<file path="src/rtl/control_sequencer_pkg.sv">
// control_sequencer_pkg: opcodes, IR field positions, sequencer steps and instruction classes
package control_sequencer_pkg;
  localparam int NREG = 16;
  localparam int RW = $clog2(NREG);
  localparam int OPW = 5;
  localparam int OP_LSB = 27;
  localparam int RA_LSB = 23;
  localparam int RB_LSB = 19;
  localparam int RC_LSB = 15;
  localparam logic [OPW-1:0] OP_LD = 5'd0, OP_ST = 5'd2, OP_ADD = 5'd3, OP_SUB = 5'd4, OP_SHR = 5'd5,
    OP_SHL = 5'd6, OP_ROR = 5'd7, OP_ROL = 5'd8, OP_AND = 5'd9, OP_OR = 5'd10, OP_ADDI = 5'd11,
    OP_ANDI = 5'd12, OP_ORI = 5'd13, OP_MUL = 5'd14, OP_DIV = 5'd15, OP_NEG = 5'd16, OP_NOT = 5'd17,
    OP_BR = 5'd18, OP_JR = 5'd19, OP_MFHI = 5'd23, OP_MFLO = 5'd24, OP_NOP = 5'd25, OP_HALT = 5'd26;
  localparam logic [OPW-1:0] ADD_OP = OP_ADD;
  typedef enum logic [3:0] {S_RESET, S_HALT, S_T0, S_T1, S_T2, S_T3, S_T4, S_T5, S_T6, S_T7} state_t;
  typedef enum logic [3:0] {C_NOP, C_ALU, C_IMM, C_MUL, C_LD, C_ST, C_BR, C_JR, C_MFHI, C_MFLO, C_HALT} cls_t;
  function automatic cls_t op_class(input logic [OPW-1:0] op);
    case (op)
      OP_ADD, OP_SUB, OP_SHR, OP_SHL, OP_ROR, OP_ROL, OP_AND, OP_OR, OP_NEG, OP_NOT: return C_ALU;
      OP_ADDI, OP_ANDI, OP_ORI: return C_IMM;
      OP_MUL, OP_DIV: return C_MUL;
      OP_LD: return C_LD;
      OP_ST: return C_ST;
      OP_BR: return C_BR;
      OP_JR: return C_JR;
      OP_MFHI: return C_MFHI;
      OP_MFLO: return C_MFLO;
      OP_HALT: return C_HALT;
      default: return C_NOP;
    endcase
  endfunction
  function automatic state_t last_step(input cls_t c);
    case (c)
      C_ALU, C_IMM: return S_T5;
      C_MUL, C_BR: return S_T6;
      C_LD, C_ST: return S_T7;
      default: return S_T3;
    endcase
  endfunction
  function automatic logic [OPW-1:0] alu_code(input logic [OPW-1:0] op);
    return op == OP_ADDI ? OP_ADD : op == OP_ANDI ? OP_AND : op == OP_ORI ? OP_OR : op;
  endfunction
endpackage

</file>
<file path="src/rtl/control_sequencer_reg_select.sv">
// control_sequencer_reg_select: picks ra/rb/rc and decodes it onto one-hot register in/out enables
module control_sequencer_reg_select
  import control_sequencer_pkg::*;
(
  input  logic [RW-1:0]   ra,
  input  logic [RW-1:0]   rb,
  input  logic [RW-1:0]   rc,
  input  logic            gra,
  input  logic            grb,
  input  logic            grc,
  input  logic            rin,
  input  logic            rout,
  output logic [NREG-1:0] reg_in,
  output logic [NREG-1:0] reg_out
);
  logic [RW-1:0] sel;
  logic [NREG-1:0] dec;
  assign sel = gra ? ra : grb ? rb : grc ? rc : '0;
  assign dec = (gra | grb | grc) ? NREG'(1) << sel : '0;
  assign reg_in = rin ? dec : '0;
  assign reg_out = rout ? dec : '0;
endmodule

</file>
<file path="src/rtl/control_sequencer.sv">
// control_sequencer: hardwired multi-cycle control unit, one micro-step per clock
module control_sequencer
  import control_sequencer_pkg::*;
(
  input  logic            clk,
  input  logic            clr,
  input  logic [31:0]     ir,
  input  logic            con_ff,
  input  logic            stop,
  output logic [NREG-1:0] reg_in,
  output logic [NREG-1:0] reg_out,
  output logic            PC_enable,
  output logic            IR_enable,
  output logic            MAR_enable,
  output logic            MDR_enable,
  output logic            Y_enable,
  output logic            Z_enable,
  output logic            HI_enable,
  output logic            LO_enable,
  output logic            PCout,
  output logic            ZHighout,
  output logic            ZLowout,
  output logic            HIout,
  output logic            LOout,
  output logic            MDRout,
  output logic            Cout,
  output logic            IncPC,
  output logic            Read,
  output logic            Write,
  output logic [OPW-1:0]  opcode,
  output logic            run
);
  state_t state, nxt;
  cls_t cls;
  logic [OPW-1:0] op;
  logic gra, grb, grc, rin, rout, unused_c;
  assign op = ir[OP_LSB +: OPW];
  assign cls = op_class(op);
  assign run = state != S_RESET && state != S_HALT;
  assign unused_c = ^ir[RC_LSB-1:0];
  always_ff @(posedge clk) state <= clr ? S_RESET : nxt;
  always_comb begin
    {PC_enable, IR_enable, MAR_enable, MDR_enable, Y_enable, Z_enable, HI_enable, LO_enable} = '0;
    {PCout, ZHighout, ZLowout, HIout, LOout, MDRout, Cout, IncPC, Read, Write} = '0;
    {opcode, gra, grb, grc, rin, rout} = '0;
    case (state)
      S_RESET: nxt = S_T0;
      S_HALT: nxt = S_HALT;
      S_T0: begin
        {PCout, MAR_enable, IncPC, Z_enable} = '1;
        nxt = S_T1;
      end
      S_T1: begin
        {ZLowout, PC_enable, Read, MDR_enable} = '1;
        nxt = S_T2;
      end
      S_T2: begin
        {MDRout, IR_enable} = '1;
        nxt = S_T3;
      end
      default: begin
        // stop is honoured only at an instruction boundary
        nxt = cls == C_HALT ? S_HALT : state == last_step(cls) ? (stop ? S_HALT : S_T0) : state_t'(state + 4'd1);
        case (state)
          S_T3: begin
            Y_enable = cls inside {C_ALU, C_IMM, C_MUL, C_LD, C_ST};
            rout = cls inside {C_ALU, C_IMM, C_MUL, C_LD, C_ST, C_BR, C_JR};
            grb = cls inside {C_ALU, C_IMM, C_LD, C_ST};
            gra = cls inside {C_MUL, C_BR, C_JR, C_MFHI, C_MFLO};
            PC_enable = cls == C_JR;
            HIout = cls == C_MFHI;
            LOout = cls == C_MFLO;
            rin = cls inside {C_MFHI, C_MFLO};
          end
          S_T4: begin
            Z_enable = cls inside {C_ALU, C_IMM, C_MUL, C_LD, C_ST};
            opcode = cls inside {C_ALU, C_IMM, C_MUL} ? alu_code(op) : cls inside {C_LD, C_ST} ? ADD_OP : '0;
            Cout = cls inside {C_IMM, C_LD, C_ST};
            rout = cls inside {C_ALU, C_MUL};
            grc = cls == C_ALU && !(op inside {OP_NEG, OP_NOT});
            grb = cls == C_MUL || (cls == C_ALU && op inside {OP_NEG, OP_NOT});
            PCout = cls == C_BR;
            Y_enable = cls == C_BR;
          end
          S_T5: begin
            ZLowout = cls inside {C_ALU, C_IMM, C_MUL, C_LD, C_ST};
            gra = cls inside {C_ALU, C_IMM};
            rin = cls inside {C_ALU, C_IMM};
            LO_enable = cls == C_MUL;
            MAR_enable = cls inside {C_LD, C_ST};
            Cout = cls == C_BR;
            Z_enable = cls == C_BR;
            opcode = cls == C_BR ? ADD_OP : '0;
          end
          S_T6: begin
            ZHighout = cls == C_MUL;
            HI_enable = cls == C_MUL;
            Read = cls == C_LD;
            MDR_enable = cls inside {C_LD, C_ST};
            gra = cls == C_ST;
            rout = cls == C_ST;
            ZLowout = cls == C_BR;
            PC_enable = cls == C_BR && con_ff;
          end
          S_T7: begin
            MDRout = cls == C_LD;
            gra = cls == C_LD;
            rin = cls == C_LD;
            Write = cls == C_ST;
          end
          default: ;
        endcase
      end
    endcase
  end
  control_sequencer_reg_select u_sel (
    .ra(ir[RA_LSB +: RW]),
    .rb(ir[RB_LSB +: RW]),
    .rc(ir[RC_LSB +: RW]),
    .gra(gra),
    .grb(grb),
    .grc(grc),
    .rin(rin),
    .rout(rout),
    .reg_in(reg_in),
    .reg_out(reg_out)
  );
endmodule

</file>
<file path="config.mk">
export PLATFORM = sky130hd
export DESIGN_NAME = control_sequencer
export DESIGN_NICKNAME = d
export VERILOG_FILES = /design/src/rtl/control_sequencer_pkg.sv /design/src/rtl/control_sequencer_reg_select.sv /design/src/rtl/control_sequencer.sv
export SDC_FILE = /design/constraint.sdc
export NUM_CORES = 1
export LEC_CHECK = 0
export ABC_AREA = 1
export CAP_MARGIN = 20
export CORE_MARGIN = 1
export CORE_UTILIZATION = 41
export CTS_CLUSTER_SIZE = 30
export DETAILED_ROUTE_END_ITERATION = 6
export MAX_ROUTING_LAYER = met4
export PLACE_DENSITY = 0.85
export SYNTH_ARGS = -nofsm -noshare
export SYNTH_HDL_FRONTEND = slang
export SYNTH_HIERARCHICAL = 1
export SYNTH_SLANG_ARGS = --single-unit
</file>
<file path="constraint.sdc">
create_clock -name clk -period 5.5 [get_ports clk]
set_input_delay 1.375 -clock clk [delete_from_list [all_inputs] [get_ports clk]]
set_output_delay 1.375 -clock clk [all_outputs]
set_load 0.005 [all_outputs]
</file>
# == Yosys cells after proc, flatten, opt, wreduce, memory -nomap -nowiden ==
# Memories as Yosys holds them, arrays and structs flattened.
# Cells that the tools add are included.
# totals
regBits,4
rom_bits,128
output_inout_bits,56
wordCells,120
n_memories,1
# memory_table
memory,words,width,rd,rd_clocked_by_memory_dff,wr,line_no,rtl
(name not given),32,4,1,0,0,control_sequencer_pkg.sv:18,case (op)
# op_classes
n_addsub,1
n_eq_ne,26
shift,1
mux,62
bitwise_logic,2
n_reduce_logical,26
# op_table
operator,n
$mux 16,3
$eq 4x3->1 const B,8
$pmux 1 s2,14
$mux 1,25
$mux 5,5
$mux 4,6
$eq 4x4->1 const B,5
$pmux 4 s5,1
$eq 4x2->1 const B,4
$shl 1x4->16 const A,1
$eq 5x4->1 const B,3
$pmux 4 s3,1
$reduce_or 4->1,3
$eq 5x5->1 const B,2
$pmux 5 s2,1
$reduce_bool 2->1,5
$reduce_bool 5->1,2
$eq 4x1->1 const B,2
$reduce_bool 4->1,2
$reduce_bool 7->1,1
$mux 2,3
$pmux 1 s3,2
$reduce_bool 3->1,2
$reduce_or 2->1,3
10 further kinds,14

# == Logic depth before layout (Yosys ltp) ==
# Gate-level depths: netlist (run 1).
# logic_depth
word_depth,12
mapped_depth,21

# == Cells and area by module ==
# The synthesis (run 1) kept the hierarchy.
# by_module_without_submodules
mod,n_inst,cells_each,area_each_um2,seq_area_each_um2
control_sequencer,1,202,1158.6,80.1
control_sequencer_reg_select,1,104,573.0,0.0

# == Least setup slack after synthesis (run 1) ==
# No wires, ideal clock.
# synth_path
path_type,input to output
from,in ir[29]
to,out reg_in[0]
arrival_time_ns,3.375
required_time_ns,4.125
setup_slack_ns,0.750
path_stages,17
path_cell_list,buf_6 inv_2 nand2_1 o21ai_4 inv_4 nand2_1 nand2_1 inv_1 o21ai_0 o21ai_0 buf_6 clkinv_2 nand3_1 nand2_1 nand2_4 nand3_2 nor3_1
# synth_lines
item,line_no,rtl
from (decl),control_sequencer.sv:7,"input logic [31:0] ir,"
$mem_v2 32x4 / $eq 5x5->1 (equally long branches),n/a,
$eq 4x1->1 / $reduce_bool 2->1 (equally long branches),"control_sequencer.sv:68, control_sequencer.sv:81",
$logic_and 1x1->1,control_sequencer.sv:81,"grb = cls == C_MUL || (cls == C_ALU && op inside {OP_NEG, OP_NOT});"
$logic_or 1x1->1,control_sequencer.sv:81,
$pmux 1 s2 (*),control_sequencer.sv:64,case (state)
$mux 1 (*),control_sequencer.sv:46,case (state)
via grb,control_sequencer.sv:36,"logic gra, grb, grc, rin, rout, unused_c;"
$mux 4 (2 in a row),control_sequencer_reg_select.sv:18,assign sel = gra ? ra : grb ? rb : grc ? rc : '0;
$shl 1x4->16,control_sequencer_reg_select.sv:19,assign dec = (gra | grb | grc) ? NREG'(1) << sel : '0;
$mux 16 (*),control_sequencer_reg_select.sv:19,
$mux 16 (*),control_sequencer_reg_select.sv:20,assign reg_in = rin ? dec : '0;
to (decl),control_sequencer.sv:10,"output logic [NREG-1:0] reg_in,"
# Mark *: on every way through the listed nets, which the timed path passes. The rest lies on a longest branch.

# == Final worst setup path (run 1) ==
# layout_path
from,in ir[28]
to,out reg_out[11]
# layout_lines
item,line_no,rtl
$mem_v2 32x4 / $eq 5x5->1 (equally long branches),n/a,
$eq 4x1->1 / $reduce_bool 2->1 (equally long branches),"control_sequencer.sv:68, control_sequencer.sv:81",
$logic_and 1x1->1,control_sequencer.sv:81,
$logic_or 1x1->1,control_sequencer.sv:81,
$pmux 1 s2 (*),control_sequencer.sv:64,
$mux 1 (*),control_sequencer.sv:46,
via grb,control_sequencer.sv:36,
$mux 4 (2 in a row),control_sequencer_reg_select.sv:18,
$shl 1x4->16,control_sequencer_reg_select.sv:19,
$mux 16 (*),control_sequencer_reg_select.sv:19,
$mux 16 (*),control_sequencer_reg_select.sv:21,assign reg_out = rout ? dec : '0;
to (decl),control_sequencer.sv:11,"output logic [NREG-1:0] reg_out,"
# Marks and branches as above.

==> out/results.txt, run 1 <==
Net switching fraction of the power -> 49.2%
Delay-heaviest family, CP -> buffers and inverters
Worst R2R End -> state[2]
Rows -> 23
Violated checks -> negative setup slack
Routed length per instance -> 14.7 um
Endpoints failing hold -> 0
Hold Path Depth -> 2
Max Freq -> 181 MHz
# setup viols final -> 1
Switching power -> 0.257 mW
CP Cell Sequence -> clkdlybuf4s15_2 > buf_6 > nand2_1 > o21ai_4 > inv_4 > buf_4 > nand2_4 > inv_1 > o21ai_2 > o21ai_2 > buf_6 > clkinv_2 > nand3_1 > nand2_1 > nand2_4 > nor2_4 > nand3_2 > nor2_1 > clkdlybuf4s50_1
Fin nets -> 483
Initial Utilization -> 43.0%
Worst Skew -> 6.69 ps
Largest stage delay, worst path -> 520 ps
Biggest regs -> state x4
Largest net degree at the start of global routing -> 17
Total CTS buffers -> 3
Tot Pwr -> 0.523 mW
PortBufs -> 76
Combinational share of power -> 77.4%
RSZ-0062 raised after global routing -> yes
Share of cells above drive strength 1 -> 34.7%
Commonest cells after routing, fill and taps aside -> 65 x nand2_1, 62 x buf_4, 49 x nor2_1, 41 x clkdlybuf4s50_1, 33 x inv_1
Sink Count -> 4
Sequential power share -> 10.7%
Reg clk slew, reported paths -> 30 ps
Power Dens Cells -> 162 mW/mm2
Area growth syn-to-layout -> 86.3%
CTS HTree Levels -> 1
Diode count -> 0
Post-synth ARST share -> 0%
Tot GR Track Use -> 28.7%
DRC Markers -> 0
Reg-to-Reg Start -> state[0]
Tmin final -> 5540 ps
Tightest Pin Transition -> 599 ps
Remaining antenna violation count after routing -> 0
Biggest register -> state
Final Cycle Share -> 101%
Synth Net Count -> 346
Die area -> 0.00449 mm2
Cell area after synthesis -> 0.00173 mm2
TritonCTS clock tree -> built
Clock Tree Root -> clkbuf_8
#FFs+latches synth -> 4
Worst Hold Path EP -> state[3]
FF-to-FF path depth -> 9
Worst-path cell with the longest stage delay -> clkdlybuf4s50_1
Core area -> 0.00403 mm2
WL final -> 7210 um
IO Pins -> 92
Largest cells by area after synthesis -> nand2_1 15%, nor2_1 11%, inv_1 7.6%
Fill count -> 274
CTS max path bufs -> 2
FF/Latch Area -> 80.1 um2
Grt total ovfl -> 0
Post-detail-place hpwl -> 4780 um
Int Power -> 0.266 mW
Vias -> 2,641
Worst EP required -> 4120 ps
Register area share after synthesis -> 4.62%
WP data arrival -> 4170 ps
Via density -> 5.38
Antenna violations before repair -> 0
Post-Syn Instances -> 306
R2R Setup Slk -> 3400 ps
Hold path start -> state[0]
Final Util -> 80.1%
Cell taking the most area after synthesis -> nand2_1
Post-synth top flop -> dfxtp_1
Hold Crit Class -> flip-flop to flip-flop
Top cell type's share of synthesized area -> 15.0%
Lkg Pwr -> 1.90 nW
Clk Latency, worst-skew pair -> 220 ps
Status -> complete, but fails checks
First-pass GRT wire length -> 9890 um
Critical Path End Type -> primary output
Worst setup margin -> -40.2 ps
Iter 0 DRT Violations -> 189
Clock power frac -> 11.9%
Crit path buf inv count -> 8
Netlist cell types -> 37
GPL Wtd Cong -> 0.958
Max FFs per register -> 4
Worst VDD drop -> 0.346 mV
Footprint of the multi-input gates -> 0.00151 mm2
Leading cell type in the layout, fill and taps excluded -> nand2_1
Final Max Slew Viols -> 0
Cell Area, Placed -> 0.00287 mm2
Synthesis Warnings -> 6
Number of cells on the critical path -> 19
Final Cell Area -> 0.00323 mm2
Worst Setup Start Kind -> primary input
Maxcap violations -> 0
Vias in the first global route -> 2,348
Post-Syn Area per Cell -> 5.66 um2
Kind of critical path -> primary input to primary output
Max-slew headroom -> 60.0%
Die Y -> 67.0 um
Chip Width -> 67.0 um
Hold-fix buffers, CTS -> 0
EDFF count, synth -> 0
Critical path peak fanout -> 6
Drt first pass iters -> 5
## through the flow
step	setup slack (ps)	instances	hold slack, ps	TNS, ps
floorplan	750	306	605	0
global placement	-401	474	652	-11310
detailed placement	-494	474	671	-13140
CTS	2.13	484	679	0
global route	-209	491	731	-340
finish	-40.2	491	679	-40.2
## repair_timing
action | in CTS | in global routing
buffers inserted | 6 | 6
gates resized for setup | 27 | 67
endpoints found under the setup margin | 32 | 32
gates cloned | 1 | 1
pin swaps | 4 | 5
## logic make-up (layout without fill, tap and decap cells)
kind of cell    Yosys count  count (layout)  share of synthesized area, %
simple gates            208             209                          63.8
buf+inv                  56             190                          15.9
compound gates           33              33                          12.3
fa+ha+maj                 4               4                          2.89
flops                     4               4                          4.62
xor+xnor                  1               1                         0.506
## power groups by stage
stage | registers [mW] | clock network [mW] | logic (mW)
2_1_floorplan | 0.0463 | 0 | 0.230
3_3_place_gp | 0.0547 | 0 | 0.366
3_5_place_dp | 0.0555 | 0 | 0.377
4_1_cts | 0.0549 | 0.0640 | 0.389
5_1_grt | 0.0571 | 0.0659 | 0.446
6_report | 0.0561 | 0.0621 | 0.405
## tightest hold or removal path, delay by kind of cell (launching register included)
| kind | cells | cell delay (ps) |
|---|---|---|
| DFF | 1 | 350 |
| and+or+nand+nor | 1 | 120 |
| AOI/OAI and AO/OA | 1 | 170 |
## per-layer routing
metal  track usage [%]  vias up  wire length, um
li1                  -     1265                -
met1              33.5     1217             2970
met2              52.1      149             3610
met3              3.42       10              535
met4              5.85        0               89
met5                 -        -                0
## layout make-up
cell class | instances | share of cell area (%)
Inverter | 44 | 5.59
Tap cell | 50 | 1.94
Multi-Input combinational cell | 247 | 46.9
Clock buffer | 3 | 1.28
Sequential cell | 4 | 2.48
Timing Repair Buffer | 143 | 41.9
## cells in the mapped netlist, types with 4 or more instances
library cell   n
o21ai_0       12
buf_6          6
dfxtp_1        4
inv_1         35
ha_1           4
a21oi_1        8
nand2_2        7
nand4_1        6
inv_2          5
nor3_1        17
nor2_4         7
nand3_1       25
nand2_1       69
nand3_2       12
nor2_1        53
## worst max path at each step
stage	start	endpoint	slack, ps
floorplan	ir[29]	reg_in[0]	750
global placement	ir[27]	reg_out[5]	-400
detailed placement	ir[27]	reg_in[5]	-490
CTS	ir[29]	reg_in[9]	2
global route	ir[28]	reg_out[11]	-210
finish	ir[28]	reg_out[11]	-40
Power figures use the tool's default switching activity.
==> run 2: changes to the inputs <==
ABC_CLOCK_PERIOD_IN_PS = 5500   (was not set)
CORE_MARGIN = 2   (was 1)
==> run 2 against run 1 <==
- the flow now finishes without violations
- design area decreased by 2.6%
- combinational power decreased by 2%
- non-clock buffer count increased by 1
- routed wire length decreased by 2.0%
- die area increased by 6.1%
- count of clock-buffer cells in the layout unchanged
- global-route usage decreased by 2.4 points
- sequential power increased by 0.9%
- sequential share of layout area increased by 0.067 points
- critical endpoint is now reg_out[10]
==> out/results.txt, run 2 (synthesis gave the netlist of run 1 again) <==
Final Max Slew Viols -> 0
Tot GR Track Use -> 26.3%
Most numerous cell on the critical path -> nand2_1
Worst Skew -> 6.97 ps
Worst-path cell with the longest stage delay -> clkdlybuf4s50_1
Critical path peak fanout -> 8
Max FFs per register -> 4
IO Pins -> 92
Fin nets -> 483
Net switching fraction of the power -> 49.0%
Worst EP required -> 4120 ps
Final Cell Area -> 0.00314 mm2
RSZ-0062 raised after global routing -> yes
Combinational share of power -> 76.9%
Switching power -> 0.251 mW
Sequential power share -> 11.0%
Crit path buf inv count -> 8
Die Y -> 69.0 um
Share of cells above drive strength 1 -> 32.0%
Biggest regs -> state x4
Vias -> 2,583
Int Power -> 0.262 mW
First-pass GRT wire length -> 9620 um
Status -> finished, final reports clean
Antenna violations before repair -> 0
Iter 0 DRT Violations -> 211
Post-detail-place hpwl -> 4860 um
Biggest register -> state
Critical Path End Type -> primary output
CP Cell Sequence -> clkdlybuf4s15_2 > buf_6 > nand2_1 > nand2_1 > nand2_2 > o21ai_4 > inv_4 > buf_4 > nand4_1 > nand2_1 > a21oi_2 > a31oi_1 > buf_4 > buf_4 > a21oi_1 > nand2_1 > nand2_4 > inv_4 > nand3_2 > nor2_1 > clkdlybuf4s50_1
Hold-fix buffers, CTS -> 0
Diode count -> 0
Final Util -> 78.0%
Chip Width -> 69.0 um
Routed length per instance -> 14.4 um
Kind of critical path -> primary input to primary output
DRC Markers -> 0
Initial Utilization -> 43.0%
Tmin final -> 5460 ps
Reg clk slew, reported paths -> 30 ps
Lkg Pwr -> 1.89 nW
Via density -> 5.26
Power Dens Cells -> 164 mW/mm2
Tightest Pin Transition -> 488 ps
Max-slew headroom -> 67.4%
Largest stage delay, worst path -> 510 ps
Core area -> 0.00403 mm2
Clock Tree Root -> clkbuf_8
Hold Crit Class -> flip-flop to flip-flop
Max Freq -> 183 MHz
Vias in the first global route -> 2,330
Largest net degree at the start of global routing -> 17
Delay-heaviest family, CP -> buffers and inverters
Leading cell type in the layout, fill and taps excluded -> nand2_1
Remaining antenna violation count after routing -> 0
Worst Setup Start Kind -> primary input
CTS max path bufs -> 2
Cell Area, Placed -> 0.00287 mm2
Final Cycle Share -> 99.3%
PortBufs -> 76
GPL Wtd Cong -> 0.959
Die area -> 0.00476 mm2
Endpoints failing hold -> 0
# setup viols final -> 0
WL final -> 7070 um
Drt first pass iters -> 4
CTS HTree Levels -> 1
Maxcap violations -> 0
TritonCTS clock tree -> built
Clock power frac -> 12.1%
Worst VDD drop -> 0.281 mV
Area growth syn-to-layout -> 81.4%
Total CTS buffers -> 3
Rows -> 23
Grt total ovfl -> 0
Setup TNS Final -> 0 ps
Sink Count -> 4
WP data arrival -> 4090 ps
Clk Latency, worst-skew pair -> 220 ps
Commonest cells after routing, fill and taps aside -> 65 x nand2_1, 63 x buf_4, 52 x nor2_1, 40 x clkdlybuf4s50_1, 33 x inv_1
-- run 2: tightest hold or removal path: stages, from the launching register on --
cell and delay (ps):
dfxtp_1 350, nand3_1 130, o2111a_1 170
-- run 2: per-stage QoR --
step | hold slack, ps | total power, mW | setup WS (ps) | std cells
after floorplan | 605 | 0.276 | 750 | 306
after global placement | 651 | 0.420 | -394 | 475
after detailed placement | 667 | 0.429 | -489 | 475
after CTS | 675 | 0.499 | 20.5 | 480
after global routing | 710 | 0.556 | -144 | 491
final | 672 | 0.514 | 38.5 | 491
-- run 2: metal layers --
| metal | wire length (um) | track usage, % |
|---|---|---|
| met1 | 2800 | 31.2 |
| met2 | 3520 | 46.3 |
| met3 | 626 | 3.73 |
| met4 | 116 | 6.86 |
| met5 | 0 | - |
-- run 2: area by class of cell --
cell class                      count  area [um2]
Fill cell                         290         888
Tap cell                           50        62.6
Inverter                           44         176
Sequential cell                     4        80.1
Timing Repair Buffer              144        1340
Multi-Input combinational cell    246        1440
Clock buffer                        3        41.3
-- run 2: what timing repair did --
item | CTS | global route
gates cloned | 1 | 0
resized for setup | 31 | 47
setup endpoints to repair | 32 | 30
buffers inserted | 1 | 11
pin swaps | 2 | 10
-- run 2: final timing paths --
path | start | to | slack, ps | cells after the start
max | ir[28] | reg_out[10] | 40 | 21
min reg2reg | state[1] | state[3] | 670 | 2
min | state[1] | state[3] | 670 | 2
max reg2reg | state[0] | state[2] | 3330 | 9
-- run 2: power by group through the flow --
stage	logic, mW	clock network [mW]	registers (mW)
final	0.395	0.0622	0.0566
after global routing	0.432	0.0657	0.0581
after CTS	0.379	0.0639	0.0554
after detailed placement	0.373	0	0.0559
after global placement	0.365	0	0.0549
after floorplan	0.230	0	0.0463
==> run 3: changes to the inputs <==
SLEW_MARGIN = 25   (was not set)
==> results of run 3 <==
Same layout as run 2: the final DEF is identical, and so are final timing and power.
==> edit, RTL diff (settings of run 1) <==
Register the output `Read`, without a reset; this adds one clock of latency there. The other outputs are not delayed to match.
--- a/src/rtl/control_sequencer.sv
+++ b/src/rtl/control_sequencer.sv
@@ -32,2 +32,4 @@
 );
+
+  logic Read_d;
   state_t state, nxt;
@@ -43,3 +45,3 @@
     {PC_enable, IR_enable, MAR_enable, MDR_enable, Y_enable, Z_enable, HI_enable, LO_enable} = '0;
-    {PCout, ZHighout, ZLowout, HIout, LOout, MDRout, Cout, IncPC, Read, Write} = '0;
+    {PCout, ZHighout, ZLowout, HIout, LOout, MDRout, Cout, IncPC, Read_d, Write} = '0;
     {opcode, gra, grb, grc, rin, rout} = '0;
@@ -53,3 +55,3 @@
       S_T1: begin
-        {ZLowout, PC_enable, Read, MDR_enable} = '1;
+        {ZLowout, PC_enable, Read_d, MDR_enable} = '1;
         nxt = S_T2;
@@ -97,3 +99,3 @@
             HI_enable = cls == C_MUL;
-            Read = cls == C_LD;
+            Read_d = cls == C_LD;
             MDR_enable = cls inside {C_LD, C_ST};
@@ -127,2 +129,6 @@
   );
+  always_ff @(posedge clk) begin
+    Read <= Read_d;
+  end
+
 endmodule
Function: changed (a bounded check fails within 4 cycles, from zero or initial values).
==> edit against run 1 <==
The run still ends with negative setup slack left. Total power grew 0.91%. Die area shrank 3.4%. Synthesized cell count shrank 4.2%. Routed wire length shrank 8.8%. Final area shrank 5.1%. Utilization grew 1.1 points. Register-to-register slack is essentially flat. Clock power grew 6.4%. Maximum frequency shrank 0.22%. Sequential cell count grew 1. Synthesized area shrank 3.5%. Count of clock-buffer cells in the layout grew 1. Setup slack lost 12 ps. Critical path type unchanged. Largest cell class unchanged.
==> edit: results (changes against run 1) <==
stage,metric,value,unit,change
global_route,first-pass GRT wire length,9380,um,-5.2%
critical_path,r2r startpoint,state[0],,
logic_synthesis,synth cell count leaders,"56 x nand2_1, 53 x nor2_1, 32 x inv_1, 31 x nand3_1, 14 x nor3_1",,
routing,final wirelength,6580,um,-8.8%
timing,Final setup viols,2,,+1
finish,layout cell share with drive strength beyond 1,33.7,%,-0.96 points
critical_path,CP max FO,7,,+1
finish,fin nets,462,,-4.3%
timing,Slew @ Worst Pin,465,ps,-134 ps
placed_design,RePlAce Congestion,0.931,,-2.9%
outcome,status,finished with violations,,
logic_synthesis,Synth area leaders,"nand2_1 13%, nor2_1 12%, nand3_1 9.3%, inv_1 7.2%, nor2_4 6.1%",,
placed_design,Post-DP HPWL,4600,um,-3.7%
critical_path,Worst EP arrival,4180,ps,about the same
timing,setup TNS,-63.6,ps,-23.4 ps
logic_synthesis,post-synthesis sequential area ratio,5.99,%,+1.4 points
power_and_ir_drop,Worst IR Drop VDD,0.289,mV,-16%
placed_design,placed instance area,2780,um^2,-3.3%
timing,final worst setup slack,-52.4,ps,-12.2 ps
routing,1st-iter DRT viols,147,,-22%
timing,Worst Clk Skew,2.38,ps,-4.31 ps
worst_hold_path,hold depth,2,,unchanged
logic_synthesis,synth unique cells,35,,-5.4%
outcome,violated checks,negative setup slack,,
logic_synthesis,syn nets,333,,-3.8%
[edit: cell count changes in the layout (fill, tap and decap cells not counted), moves of 6 or more]
cell / before / now
buf_4: 62 / 53
clkdlybuf4s50_1: 41 / 47
dlymetal6s2s_1: 30 / 22
nand2_1: 65 / 49
nand2_2: 9 / 15
nand3_1: 20 / 26
[edit: logic make-up after synthesis]
kind of cell	share of synthesized area [%]
and+or+nand+nor	67.1
buffers and inverters	13.3
AOI/OAI and AO/OA	9.59
DFF	5.99
adders and majority gates	3.00
xor gates and xnor gates	1.05
[edit: worst register-to-register path, stage by stage (launching register included)]
cell     delay [ps]
dfxtp_1         390
inv_1           120
ha_1            250
o21ai_0         340
nand3_2         270
inv_1           190
nand2_1         120
inv_1           120
nand3_1          90
a21oi_1         110
[edit: final cells by class]
type	count	area (um^2)	share of cell area (%)
timing repair buffer	133	1250	40.7
inverter	40	160	5.23
clock buffer	4	45.0	1.47
tap	48	60.1	1.96
multi-input combinational	239	1450	47.3
sequential	5	100	3.27
[edit: worst paths after layout]
| kind | endpoint | slack [ps] |
|---|---|---|
| hold reg to reg | state[3] | 640 |
| setup reg to reg | state[2] | 3410 |
| hold / removal | state[3] | 640 |
| setup / recovery | reg_out[5] | -50 |
[edit: power breakdown]
group	total (W)	internal [W]	switching [W]
clock	0.0000661	0.0000496	0.0000164
combinational	0.000399	0.000174	0.000225
sequential	0.0000630	0.0000473	0.0000157
total	0.000528	0.000271	0.000257
[edit: per-stage QoR]
| stage | instances | setup WS (ps) |
|---|---|---|
| after floorplan | 293 | 767 |
| final | 469 | -52.4 |
| after global placement | 453 | -347 |
| after CTS | 462 | 5.76 |
| after detailed placement | 453 | -408 |
| after global routing | 469 | -240 |
[edit: what timing repair did]
action | in CTS | in global routing
cloned | 1 | 0
hold buffers | 0 | 0
pin swaps | 1 | 6
endpoints found under the setup margin | 32 | 32
resized for setup | 25 | 55
setup buffers | 4 | 7
[edit: per-layer routing]
| metal | wire [um] | GRT usage [%] | vias to the layer above | share of wire [%] |
|---|---|---|---|---|
| li1 | - | - | 1219 | - |
| met1 | 2640 | 32.4 | 1130 | 40 |
| met2 | 3250 | 50.0 | 154 | 49 |
| met3 | 510 | 3.10 | 16 | 7.8 |
| met4 | 172 | 5.98 | 0 | 2.6 |
| met5 | 0 | - | - | 0 |
